## src/rtl/jump_ctrl.sv

```systemverilog
// Jump controller: moves a player sprite vertically through a
// rise / hover / fall cycle, one pixel per motion tick, and keeps the
// player glued to (or falling onto) the floor surface while idle.
module jump_ctrl #(
  parameter int TICK_DIV    = 80_000,
  parameter int JUMP_HEIGHT = 40,
  parameter int HOVER_TICKS = 8,
  parameter int GROUND_Y    = 700
) (
  input  logic        clk,
  input  logic        rst,
  input  logic        jump_req,
  input  logic [11:0] floor_y,
  output logic [11:0] ypos,
  output logic        airborne,
  output logic        jump_start
);

  localparam int TW = (TICK_DIV > 1) ? $clog2(TICK_DIV) : 1;
  localparam int RW = $clog2(JUMP_HEIGHT + 1);
  localparam int HW = (HOVER_TICKS > 1) ? $clog2(HOVER_TICKS) : 1;

  localparam logic [TW-1:0] TICK_MAX   = TW'(TICK_DIV - 1);
  localparam logic [RW-1:0] RISE_LAST  = RW'(JUMP_HEIGHT - 1);
  localparam logic [HW-1:0] HOVER_LAST = HW'(HOVER_TICKS - 1);
  localparam logic [11:0]   GROUND_Y_V = 12'(GROUND_Y);

  typedef enum logic [1:0] {
    IDLE  = 2'd0,
    RISE  = 2'd1,
    HOVER = 2'd2,
    FALL  = 2'd3
  } state_t;

  state_t        state, state_n;
  logic [TW-1:0] tick_cnt, tick_cnt_n;
  logic [RW-1:0] rise_cnt, rise_cnt_n;
  logic [HW-1:0] hover_cnt, hover_cnt_n;
  logic [11:0]   ypos_n;
  logic          jump_req_q;
  logic          airborne_n;
  logic          jump_start_n;
  logic          tick;
  logic          press;

  // One step upward, clamped at the top of the screen so ypos never wraps.
  function automatic logic [11:0] rise_step(input logic [11:0] y);
    return (y == 12'd0) ? 12'd0 : y - 12'd1;
  endfunction

  // True when the next downward step would reach or pass the floor.
  function automatic logic fall_lands(input logic [11:0] y, input logic [11:0] f);
    return !((y + 12'd1) < f);
  endfunction

  assign tick  = (tick_cnt == TICK_MAX);
  assign press = jump_req & ~jump_req_q;

  // State register.
  always_ff @(posedge clk) begin
    if (rst) state <= IDLE;
    else     state <= state_n;
  end

  // Next state, next position and counter updates.
  always_comb begin
    state_n     = state;
    ypos_n      = ypos;
    rise_cnt_n  = rise_cnt;
    hover_cnt_n = hover_cnt;
    unique case (state)
      IDLE: begin
        // Walking off a ledge wins over a simultaneous key press.
        if (ypos < floor_y) begin
          state_n = FALL;
        end else if (ypos > floor_y) begin
          ypos_n = floor_y;
        end else if (press) begin
          state_n    = RISE;
          rise_cnt_n = '0;
        end
      end
      RISE: begin
        if (tick) begin
          ypos_n     = rise_step(ypos);
          rise_cnt_n = rise_cnt + RW'(1);
          if (rise_cnt == RISE_LAST || ypos <= 12'd1) state_n = HOVER;
        end
      end
      HOVER: begin
        if (tick) begin
          if (hover_cnt == HOVER_LAST) state_n = FALL;
          else                         hover_cnt_n = hover_cnt + HW'(1);
        end
      end
      FALL: begin
        // The floor is re-sampled every step, so a floor that moves
        // mid-fall is still landed on exactly.
        if (tick) begin
          if (fall_lands(ypos, floor_y)) begin
            ypos_n  = floor_y;
            state_n = IDLE;
          end else begin
            ypos_n = ypos + 12'd1;
          end
        end
      end
      default: state_n = IDLE;
    endcase

    if (state_n == HOVER && state != HOVER) hover_cnt_n = '0;

    // Restarting the divider on every transition makes the first step
    // land a full tick period after entering a state.
    if (state_n != state || tick) tick_cnt_n = '0;
    else                          tick_cnt_n = tick_cnt + TW'(1);

    airborne_n   = (state_n != IDLE);
    jump_start_n = (state == IDLE) && (state_n == RISE);
  end

  // Position, counters, key history and registered outputs.
  always_ff @(posedge clk) begin
    if (rst) begin
      ypos       <= GROUND_Y_V;
      tick_cnt   <= '0;
      rise_cnt   <= '0;
      hover_cnt  <= '0;
      jump_req_q <= 1'b0;
      airborne   <= 1'b0;
      jump_start <= 1'b0;
    end else begin
      ypos       <= ypos_n;
      tick_cnt   <= tick_cnt_n;
      rise_cnt   <= rise_cnt_n;
      hover_cnt  <= hover_cnt_n;
      jump_req_q <= jump_req;
      airborne   <= airborne_n;
      jump_start <= jump_start_n;
    end
  end

endmodule
```

## config.mk

```make
export PLATFORM = sky130hd
export DESIGN_NAME = jump_ctrl
export DESIGN_NICKNAME = d
export VERILOG_FILES = /design/src/rtl/jump_ctrl.sv
export SDC_FILE = /design/constraint.sdc
export NUM_CORES = 1
export LEC_CHECK = 0
export ABC_AREA = 1
export ABC_CLOCK_PERIOD_IN_PS = 3900
export CORE_MARGIN = 2
export CORE_UTILIZATION = 50
export CTS_BUF_LIST = sky130_fd_sc_hd__clkbuf_16
export DETAILED_ROUTE_END_ITERATION = 8
export PLACE_DENSITY = 0.7
export SYNTH_ARGS = -nofsm -noshare
export SYNTH_HDL_FRONTEND = slang
export SYNTH_SLANG_ARGS = --single-unit
```

## constraint.sdc

```tcl
create_clock -name clk -period 3.9 [get_ports clk]
set_input_delay 1.17 -clock clk [delete_from_list [all_inputs] [get_ports clk]]
set_output_delay 1.17 -clock clk [all_outputs]
set_load 0.005 [all_outputs]
```

* Word-level counts from Yosys, hierarchy flattened
Index checks and enable logic that the tools add are counted.
Storage, ports and cells: bits in registers 43, input bits 15, output and inout bits 14, word-level logic and storage cells 72
Cells by class: $add $sub $neg 5, magnitude comparators 4, eq/ne operators 16, mux-type cells 22, bitwise gates (word level) 3, reduce and logical (&&, ||, !) cells 14
Operators with widths (number):
- 12-bit 2-to-1 mux | 6
- 12-bit one-hot mux with 3 select lines | 1
- 12-bit < comparator | 2
- 6-bit 2-to-1 mux | 4
- 2-bit 2-to-1 mux | 9
- 17-bit by 1-bit adder with 17-bit output, second input constant | 1
- 17-bit == test, second input constant | 1
- 2-bit inequality test, second input constant | 7
- 12-bit by 1-bit adder with 12-bit output, second input constant | 1
- 12-bit > comparator | 1
- 12-bit by 1-bit less-or-equal comparator with 1-bit output, second input constant | 1
- 12-bit zero test | 1
- 6-bit one-hot mux with 2 select lines | 1
- 12-bit by 1-bit subtractor with 12-bit output, second input constant | 1
- 5-bit AND reduction | 2
- 2-bit one-hot mux with 4 select lines | 1
- 6-bit by 1-bit adder with 6-bit output, second input constant | 1
- 2-bit == test, second input constant | 3
- 6-bit == test, second input constant | 1
- 2-bit by 1-bit == test with 1-bit output, second input constant | 2
- 2-bit nonzero test | 2
- 2-bit OR reduction | 2
- 3-bit by 1-bit adder with 3-bit output, second input constant | 1
- 3-bit == test, second input constant | 1
- other kinds (8) | 11

* Logic depth before layout (Yosys ltp)
Gate-level depths: netlist of run 1.
word-level depth 9, gate-level depth with buffers 23

* Worst setup path before layout of run 1
OpenSTA, ideal clock, no wires.
path type input -> register, start point in floor_y[11], end point reg tick_cnt[2], data arrival time 2.652 ns, data required time 3.779 ns, path slack 1.127 ns, stages on the path 16, cell sequence inv_1 ha_1 nand2_1 inv_1 nand2_1 nor2_1 nand2_1 nand3_1 nand2_1 nand2_1 nand3_1 nand3_1 nand2_2 nand2_4 buf_12 nor2_4
On the way: longest elaborated chain between the ends 7
RTL lines:
- start: declaration | line 13 | input logic [11:0] floor_y,
- 12-bit < comparator / 12-bit > comparator (equally long branches) | line 53, 76
- 2-bit 2-to-1 mux (on tied branches) | line 100, 76
- 2-bit 2-to-1 mux (on tied branches) | line 99, 74
- 2-bit one-hot mux with 4 select lines * | line 71 | unique case (state)
- 2-bit inequality test * | line 115 | if (state_n != state || tick) tick_cnt_n = '0;
- 1-bit logical OR * | line 115
- 2-bit OR reduction (no source line) *
- end signal: assignment | line 134 | tick_cnt <= tick_cnt_n;
- end: declaration | line 36 | logic [TW-1:0] tick_cnt, tick_cnt_n;
Every way passes the cells marked *; elsewhere a longest branch is shown, timed or not. A chain may end at the register's enable or synchronous reset.

* Worst setup path after layout of run 1
start point reg ypos[0], end point reg tick_cnt[9]
On the way: longest elaborated chain between the ends 8
RTL lines:
- start: declaration | line 14 | output logic [11:0] ypos,
- start signal: assignment | line 133 | ypos <= ypos_n;
- 12-bit by 1-bit adder with 12-bit output / 12-bit by 1-bit less-or-equal comparator with 1-bit output (equally long branches) | line 53, 87
- 12-bit < comparator / 1-bit logical OR (equally long branches) | line 53, 87
- 2-bit 2-to-1 mux (on tied branches) | line 100, 87
- 2-bit 2-to-1 mux (on tied branches) | line 99, 84
- 2-bit one-hot mux with 4 select lines * | line 71
- 2-bit inequality test * | line 115
- 1-bit logical OR * | line 115
- 2-bit OR reduction (no source line) *
Marked as above.

==> results of run 1 <==
## cells in the mapped netlist (all sizes together), types with 6 or more instances
master | instances | share of area, %
a21oi | 26 | 3.7
buf | 10 | 1.8
dfxtp | 43 | 24
ha | 31 | 11
inv | 89 | 9.3
nand2 | 123 | 13
nand3 | 32 | 5.2
nand4 | 9 | 1.6
nor2 | 78 | 11
nor3 | 14 | 2.3
o211ai | 6 | 1.3
o21ai | 35 | 4.9
xor2 | 25 | 6.1
## worst register-to-register path, cell delays in order, from the launching register on
cell and delay (ns):
dfxtp_1 0.48, inv_1 0.17, nor3_1 0.46, nand3_1 0.24
nor2_1 0.14, nand2_1 0.06, nand2_1 0.10, inv_1 0.05
ha_1 0.28, nand2_1 0.07, nor2_1 0.22, and2_1 0.17
nand2_1 0.09, nand3_2 0.11, nand3_1 0.08, nand2_1 0.07
nand2_1 0.07, a21oi_2 0.18, nand2_4 0.24, nor2_1 0.17
## power groups by stage
stage	clock (W)	sequential [W]	combinational [W]
2_1_floorplan	0	0.000617	0.00102
3_5_place_dp	0	0.000699	0.00131
5_1_grt	0.000458	0.000712	0.00150
4_1_cts	0.000445	0.000690	0.00132
3_3_place_gp	0	0.000698	0.00130
6_report	0.000437	0.000694	0.00133
## state kept, by name, indices dropped and copies added (netlist names)
register    cells
hover_cnt       3
jump_start      1
state           2
rise_cnt        6
tick_cnt       17
ypos           12
jump_req_q      1
airborne        1
## layout make-up
cell class	count	area (µm²)	area share [%]
multi-input combinational	399	2290	56.1
sequential	43	861	21.1
inverter	91	348	8.53
timing repair buffer	32	310	7.61
clock buffer	5	125	3.07
tap	96	120	2.95
clock inverter	3	25.0	0.614
## kinds of logic (layout without fill, tap and decap cells)
group,Yosys count,in the layout,share of synthesized area (%)
simple gates,261,261,34.2
buf+inv,105,131,12.0
compound gates,80,80,12.3
flops,43,43,24.1
fa+ha+maj,31,31,10.8
xor+xnor,27,27,6.61
## metal layers
metal | track usage [%] | vias to the layer above
li1 | - | 1797
met1 | 32.1 | 1532
met2 | 37.6 | 81
met3 | 2.33 | 9
met4 | 7.71 | 0
met5 | 0 | -
## path summary, 6_finish.rpt
path / endpoint / depth (start not counted) / start
setup reg to reg: tick_cnt[9]$_SDFF_PP0_ / 19 / ypos[0]$_SDFFE_PP0P_
setup / recovery: tick_cnt[9]$_SDFF_PP0_ / 19 / ypos[0]$_SDFFE_PP0P_
hold / removal: tick_cnt[0]$_SDFF_PP0_ / 1 / tick_cnt[0]$_SDFF_PP0_
hold reg to reg: tick_cnt[0]$_SDFF_PP0_ / 1 / tick_cnt[0]$_SDFF_PP0_
## stage by stage
step / std cells / utilization [%] / power [W]
floorplan: 547 / - / 0.00164
global placement: 661 / 57.2 / 0.00200
detailed placement: 661 / 57.2 / 0.00201
CTS: 669 / 59.4 / 0.00245
global route: 669 / 59.4 / 0.00267
finish: 669 / 59.4 / 0.00246
==> impl_metrics.toml, run 1 <==
[setup_path]
crit_family = "simple AND/OR/NAND/NOR gates"
cp.arrival_ns = 3.75
worst-path-buf-inv = 2
path_common_cell = "nand2_1"
required_ns = 4.12
slowest_stage = "dfxtp_1"
path_cells = "inv_1 > nor3_1 > nand3_1 > nor2_1 > nand2_1 > nand2_1 > inv_1 > ha_1 > nand2_1 > nor2_1 > and2_1 > nand2_1 > nand3_2 > nand3_1 > nand2_1 > nand2_1 > a21oi_2 > nand2_4 > nor2_1"
crit_path_end_kind = "register"
ff2ff_setup_slack_ns = 0.37
worst_path_largest_cell_delay_ns = 0.48
worstSetupPathType = "register to register"
critPathLaunchType = "register"
path_max_fanout = 17

[pwr]
p_sw_share_pct = 48.4
peakVddDrop_uv = 288
power_density_mw_per_mm2 = 603
p_switching_w = 0.00119
leakagePower_nw = 1.91
power_frac_comb_pct = 54.0
pwr-share-seq_pct = 28.2
pwr-share-clk_pct = 17.8
p_int_w = 0.00127

[grt]
antenna_found_initial = 0
grt_pass1_vias = 3107
grt_max_degree = 21
grt_overflow_total = 0
grt_pass1_wl_mm = 14.1
grt_usage_pct = 23.1

[die]
num_io_pins = 29
core_region_area_mm2 = 0.00687
num_rows = 30
die_area_mm2 = 0.00785
initial_utilization_pct = 52.1
die_w_um = 88.6
die_y_um = 88.6

[route]
ant_nets = 0
initialDrtViolationCount = 192
vias = 3419
dr.pass1.iters = 4
wl_met3_um = 388
drcViolationCount = 0
top_layer = "met4"
drt_wl_total_mm = 8.57
wl_met1_mm = 4.19
drt-wirelength-per-cell_um = 12.8
viasPerCell = 5.11
route.met2.wl_mm = 3.89

[cts]
clk_latency_ns = 0.30
cts_resized = 0
post_cts_buffers = 0
cts.sinks = 43
htree_num_levels = 2
cts_hold_buffers = 0
cts_buffer_depth = 2
cts_root_buffer = "clkbuf_16"
cts.clk_slew.worst_paths_ns = 0.07
numCtsBuffers = 5
cts_tree = "built"

[synth]
synth_cell_types = 36
syn_avg_cell_area_um2 = 6.54
synth_area_mm2 = 0.00358
postSynthCellCount = 547
yosysWarnings = 0
yosysSeqAreaShare_pct = 24.1
synth_edf_count = 0
async_reset_ff_share_pct = 0
synth.net_count = 593
synth_ff_type = "dfxtp_1"
ys_ff_latch = 43

[sta]
finalHoldViolCount = 0
worst_pin_slew_ns = 0.633
period_needed_ns = 3.53
setup_viol = 0
clock_skew_ns = 0.0115
period_share_pct = 90.5
rsz0062_at_grt = "false"
fmax_mhz = 283
whs_ns = 0.477
setup_ws_ns = 0.370
drv_slew = 0
maxSlewHeadroom_pct = 57.7
tns_ns = 0

[outcome]
outcome = "completed"

[layout]
layout_common_cells = "117 x nand2_1, 86 x inv_1, 64 x nor2_1"
diodes = 0
nFillCells = 664
layout.nets = 618
final_common_cell = "nand2_1"
design_area_mm2 = 0.00408
area_growth_pct = 14.0
drive_above_1_share_pct = 7.50

[min_path]
worstHoldPathType = "register to register"

[placement]
globalplace.congestion = 0.900
place_hpwl_mm = 6.39
port_buffers = 28
post_dp_cell_area_mm2 = 0.00393
dp_slack_ns = 0.277

[job]
max_cap_viol_count = 0
Power figures use the tool's default switching activity.
==> inputs of run 2 (changes only) <==
--- a/config.mk
+++ b/config.mk
@@ -7,11 +7,12 @@
 export LEC_CHECK = 0
 export ABC_AREA = 1
 export ABC_CLOCK_PERIOD_IN_PS = 3900
+export CAP_MARGIN = 20
 export CORE_MARGIN = 2
 export CORE_UTILIZATION = 50
 export CTS_BUF_LIST = sky130_fd_sc_hd__clkbuf_16
 export DETAILED_ROUTE_END_ITERATION = 8
-export PLACE_DENSITY = 0.7
+export PLACE_DENSITY_LB_ADDON = 0.25
 export SYNTH_ARGS = -nofsm -noshare
 export SYNTH_HDL_FRONTEND = slang
 export SYNTH_SLANG_ARGS = --single-unit
==> run 2 against run 1 <==
Effect of this change: highest routed layer unchanged; hold slack got worse by 0.0022 ns; critical path type unchanged; wire length grew 0.62%; via count increased by 2.4%; sequential share of layout area barely moved; cell area about the same; clock power about the same.
==> impl_metrics.toml, run 2 (same netlist as run 1, synthesis figures left out) <==
[grt]
grt_overflow_total = 0
grt_usage_pct = 23.2
grt_max_degree = 18
grt_pass1_vias = 3127
antenna_found_initial = 0
grt_pass1_wl_mm = 14.5

[placement]
place_hpwl_mm = 6.43
globalplace.congestion = 0.912
port_buffers = 28
dp_cells = 661
dp_slack_ns = 0.279

[sta]
period_needed_ns = 3.52
worst_pin_slew_ns = 0.607
setup_ws_ns = 0.382
finalHoldViolCount = 0
tns_ns = 0
drv_slew = 0
rsz0062_at_grt = "false"
setup_viol = 0
whs_ns = 0.475
period_share_pct = 90.2
clock_skew_ns = 0.00740
maxSlewHeadroom_pct = 59.5
fmax_mhz = 284

[layout]
multiInputGateArea_mm2 = 0.00229
final_core_util_pct = 59.3
final_cells = 669
layout_common_cells = "117 x nand2_1, 86 x inv_1, 64 x nor2_1"
layout.nets = 618
diodes = 0
area_growth_pct = 14.0
nFillCells = 670
largest_register_ffs = 17
final_common_cell = "nand2_1"
seq_area_um2 = 861
drive_above_1_share_pct = 7.50
largestRegisters = "tick_cnt (17), ypos (12), rise_cnt (6)"
max_flop_register = "tick_cnt"

[die]
die_w_um = 88.6
initial_utilization_pct = 52.1
num_rows = 30
num_io_pins = 29
core_region_area_mm2 = 0.00687
die_y_um = 88.6
die_area_mm2 = 0.00785

[cts]
htree_num_levels = 2
post_cts_buffers = 0
cts_hold_buffers = 0
cts_tree = "built"
clk_latency_ns = 0.29
cts_resized = 0
cts_buffer_depth = 2
cts_root_buffer = "clkbuf_16"
numCtsBuffers = 5
cts.sinks = 43
cts.clk_slew.worst_paths_ns = 0.07

[route]
dr.pass1.iters = 6
ant_nets = 0
drt_wl_total_mm = 8.63
vias = 3502
drcViolationCount = 0
drt-wirelength-per-cell_um = 12.9
initialDrtViolationCount = 280
viasPerCell = 5.23

[setup_path]
required_ns = 4.12
r2r_cells = 19
worstSetupPathType = "register to register"
cp.arrival_ns = 3.74
path_max_fanout = 17
critPathLaunchType = "register"
crit_path_end_kind = "register"

[outcome]
outcome = "completed"

[pwr]
leakagePower_nw = 1.91
peakVddDrop_uv = 434
power_density_mw_per_mm2 = 605

[job]
max_cap_viol_count = 0

[min_path]
worstHoldPathType = "register to register"
worstHoldPathCells = 2
-- run 2: cell type report --
| class | instances | share of cell area, % |
|---|---|---|
| clock inverters | 3 | 0.583 |
| repair buffers | 32 | 7.61 |
| inverters | 91 | 8.53 |
| multi-input cells | 399 | 56.1 |
| well taps | 96 | 2.95 |
| flip-flops and latches | 43 | 21.1 |
| clock buffers | 5 | 3.07 |
-- run 2: final timing paths --
path / slack (ns) / from / to
min reg2reg: 0.47 / hover_cnt[1]$_SDFFE_PP0P_ / hover_cnt[1]$_SDFFE_PP0P_
max reg2reg: 0.38 / ypos[0]$_SDFFE_PP0P_ / tick_cnt[8]$_SDFF_PP0_
max: 0.38 / ypos[0]$_SDFFE_PP0P_ / tick_cnt[8]$_SDFF_PP0_
min: 0.47 / hover_cnt[1]$_SDFFE_PP0P_ / hover_cnt[1]$_SDFFE_PP0P_
-- run 2: power by group --
part,switching (W),internal (W)
logic,0.000836,0.000506
clock network,0.000197,0.000240
registers,0.000165,0.000523
-- run 2: through the flow --
step	cell area [µm²]	total power, W
3_5_place_dp	3930	0.00201
3_3_place_gp	3930	0.00198
5_1_grt	4080	0.00268
2_1_floorplan	3580	0.00164
4_1_cts	4080	0.00246
6_report	4080	0.00247
-- run 2: worst max-delay path, cell delays in order (launching register included) --
cell and delay [ns]:
dfxtp_1 0.47, inv_1 0.16, nor3_1 0.42, nand3_1 0.22, nor2_1 0.15, nand2_1 0.07
nand2_1 0.12, inv_1 0.06, ha_1 0.29, nand2_1 0.07, nor2_1 0.15, and2_1 0.14
nand2_1 0.08, nand3_2 0.20, nand3_1 0.11, nand2_1 0.08, nand2_1 0.07, a21oi_2 0.18
nand2_4 0.24, nor2_1 0.17
-- run 2: metal layers --
layer  vias to the layer above  global-route usage [%]  wire (µm)
li1                       1804                       -          -
met1                      1562                    32.3       4030
met2                       118                    36.8       3800
met3                        18                    4.01        614
met4                         0                    7.16        182
met5                         -                       0          0
==> inputs of run 3 (changes only) <==
--- a/config.mk
+++ b/config.mk
@@ -5,7 +5,6 @@
 export SDC_FILE = /design/constraint.sdc
 export NUM_CORES = 1
 export LEC_CHECK = 0
-export ABC_AREA = 1
 export ABC_CLOCK_PERIOD_IN_PS = 3900
 export CAP_MARGIN = 20
 export CORE_MARGIN = 2
==> run 3 against run 2 <==
Effect of this change: sequential power shrank 22%; register-to-register slack better by 0.20 ns; via count is 5.4% lower; clock-buffer cell count unchanged; sequential share of layout area grew 0.83 points; global-route usage up 0.58 points; first-iteration DRC count is 13% higher; largest cell class unchanged.
==> impl_metrics.toml, run 3 <==
[pwr]
p_switching_w = 0.000583
pwr-share-seq_pct = 33.1
leakagePower_nw = 1.46
power_w = 0.00162
p_sw_share_pct = 36.0
power_frac_comb_pct = 36.4
peakVddDrop_uv = 222
power_density_mw_per_mm2 = 413
p_int_w = 0.00104
pwr-share-clk_pct = 30.5

[synth]
synth_area_mm2 = 0.00333
yosysWarnings = 0
yosysTopAreaCellShare_pct = 25.9
synthTopCellsByCount = "46 x nor2_1, 43 x dfxtp_1, 43 x nand2_1"
yosysTopAreaCell = "dfxtp_1"
yosys-top-cells-area = "dfxtp_1 26%, ha_1 12%, nor2_1 5.2%"
synth_edf_count = 0
ys_ff_latch = 43
synth.most_common_cell = "nor2_1"
synth_cell_types = 69
async_reset_ff_share_pct = 0
yosysSeqAreaShare_pct = 25.9
syn_avg_cell_area_um2 = 8.02
synth_ff_type = "dfxtp_1"
synth.net_count = 461
postSynthCellCount = 415

[setup_path]
worst_path_largest_cell_delay_ns = 0.50
worstSetupPathType = "input pin to register"
path_cells = "clkdlybuf4s50_1 > inv_1 > ha_1 > and4_1 > a31o_2 > a211o_1 > o211a_1 > a2111oi_0 > o21ai_0"
r2r_cells = 12
required_ns = 4.06
path_max_fanout = 7
cp.arrival_ns = 3.64
slowest_stage = "clkdlybuf4s50_1"
critPathLaunchType = "input pin"
crit_path_end_kind = "register"

[sta]
clock_skew_ns = 0.00766
tns_ns = 0
rsz0062_at_grt = "false"
setup_viol = 0
setup_ws_ns = 0.414
fmax_mhz = 287
drv_slew = 0
finalHoldViolCount = 0
maxSlewHeadroom_pct = 53.8
period_needed_ns = 3.49
period_share_pct = 89.4
worst_pin_slew_ns = 0.689

[grt]
grt_max_degree = 18
grt_overflow_total = 0
antenna_found_initial = 0
grt_pass1_wl_mm = 14.2
grt_pass1_vias = 2981
grt_usage_pct = 23.8

[route]
drt_wl_total_mm = 8.49
initialDrtViolationCount = 317
viasPerCell = 6.28
drcViolationCount = 0
dr.pass1.iters = 7
vias = 3312
ant_nets = 0
drt-wirelength-per-cell_um = 16.1

[layout]
largestRegisters = "tick_cnt (17), ypos (12), rise_cnt (6)"
final_core_util_pct = 61.4
diodes = 0
layout.nets = 495
drive_above_1_share_pct = 10.7
largest_register_ffs = 17
final_common_cell = "nor2_1"
area_growth_pct = 17.9
max_flop_register = "tick_cnt"
layout_common_cells = "46 x nor2_1, 43 x nand2_1, 43 x dfxtp_1"

[cts]
cts.clk_slew.worst_paths_ns = 0.06
numCtsBuffers = 5
clk_latency_ns = 0.29
cts_tree = "built"
cts_buffer_depth = 2
cts_root_buffer = "clkbuf_16"
cts.sinks = 43
post_cts_buffers = 0
htree_num_levels = 2
cts_hold_buffers = 0
cts_resized = 0

[placement]
port_buffers = 28
place_hpwl_mm = 6.43
dp_slack_ns = 0.127
globalplace.congestion = 0.977

[outcome]
outcome = "completed"

[die]
die_y_um = 85.6
num_rows = 29
num_io_pins = 29
initial_utilization_pct = 52.1
die_area_mm2 = 0.00732
die_w_um = 85.6
core_region_area_mm2 = 0.00639

[min_path]
worstHoldPathType = "register to register"
worstHoldPathCells = 1

[job]
max_cap_viol_count = 0
## run 3: critical path: cells and delay by family
kind | cells | cell delay [ns]
simple gates | 1 | 0.26
buf+inv | 2 | 0.58
compound gates | 5 | 1.33
fa+ha+maj | 1 | 0.30
## run 3: kinds of logic (layout without fill, tap and decap cells)
group                    count (synthesis)  after routing  synth area share [%]
multiplexers                            11             11                  3.42
adder cells (fa/ha/maj)                 31             31                  11.7
AO/OA/AOI/OAI                           85             85                  19.0
flip-flops                              43             43                  25.9
AND/OR/NAND/NOR                        175            175                  26.8
buffers and inverters                   41             76                  5.64
XOR/XNOR                                29             29                  7.63
## run 3: per-layer routing
layer	wire [µm]	track usage, %	share of wire, %
met2	3850	38.7	45
met5	0	0	0
met3	518	3.27	6.1
met4	166	5.77	2.0
met1	3950	33.4	47
## run 3: layout make-up
| cell class | count | area (µm²) |
|---|---|---|
| fillers | 583 | 2460 |
| multi-input cells | 331 | 2280 |
| flip-flops and latches | 43 | 861 |
| repair buffers | 47 | 435 |
| clock buffers | 5 | 125 |
| well taps | 77 | 96.3 |
| inverters | 21 | 78.8 |
| clock inverters | 3 | 46.3 |
## run 3: final timing paths
path         slack, ns                    from                      to
min               0.46  tick_cnt[0]$_SDFF_PP0_  tick_cnt[0]$_SDFF_PP0_
min reg2reg       0.46  tick_cnt[0]$_SDFF_PP0_  tick_cnt[0]$_SDFF_PP0_
max reg2reg       0.58    ypos[1]$_SDFFE_PP0P_    ypos[7]$_SDFFE_PP1P_
max               0.41              floor_y[1]    ypos[7]$_SDFFE_PP1P_
## run 3: stage by stage
stage                     cell area, µm²  cells  hold WS, ns
after floorplan                     3330    415        0.430
after global placement              3750    519        0.447
after detailed placement            3750    519        0.454
after CTS                           3920    527        0.470
after global routing                3920    527        0.501
final                               3920    527        0.463
## run 3: power groups by stage
stage               registers, W  clock network (W)  logic (W)
floorplan               0.000514                  0   0.000401
global placement        0.000543                  0   0.000568
detailed placement      0.000544                  0   0.000577
CTS                     0.000533           0.000505   0.000580
global route            0.000540           0.000521   0.000647
finish                  0.000536           0.000494   0.000590
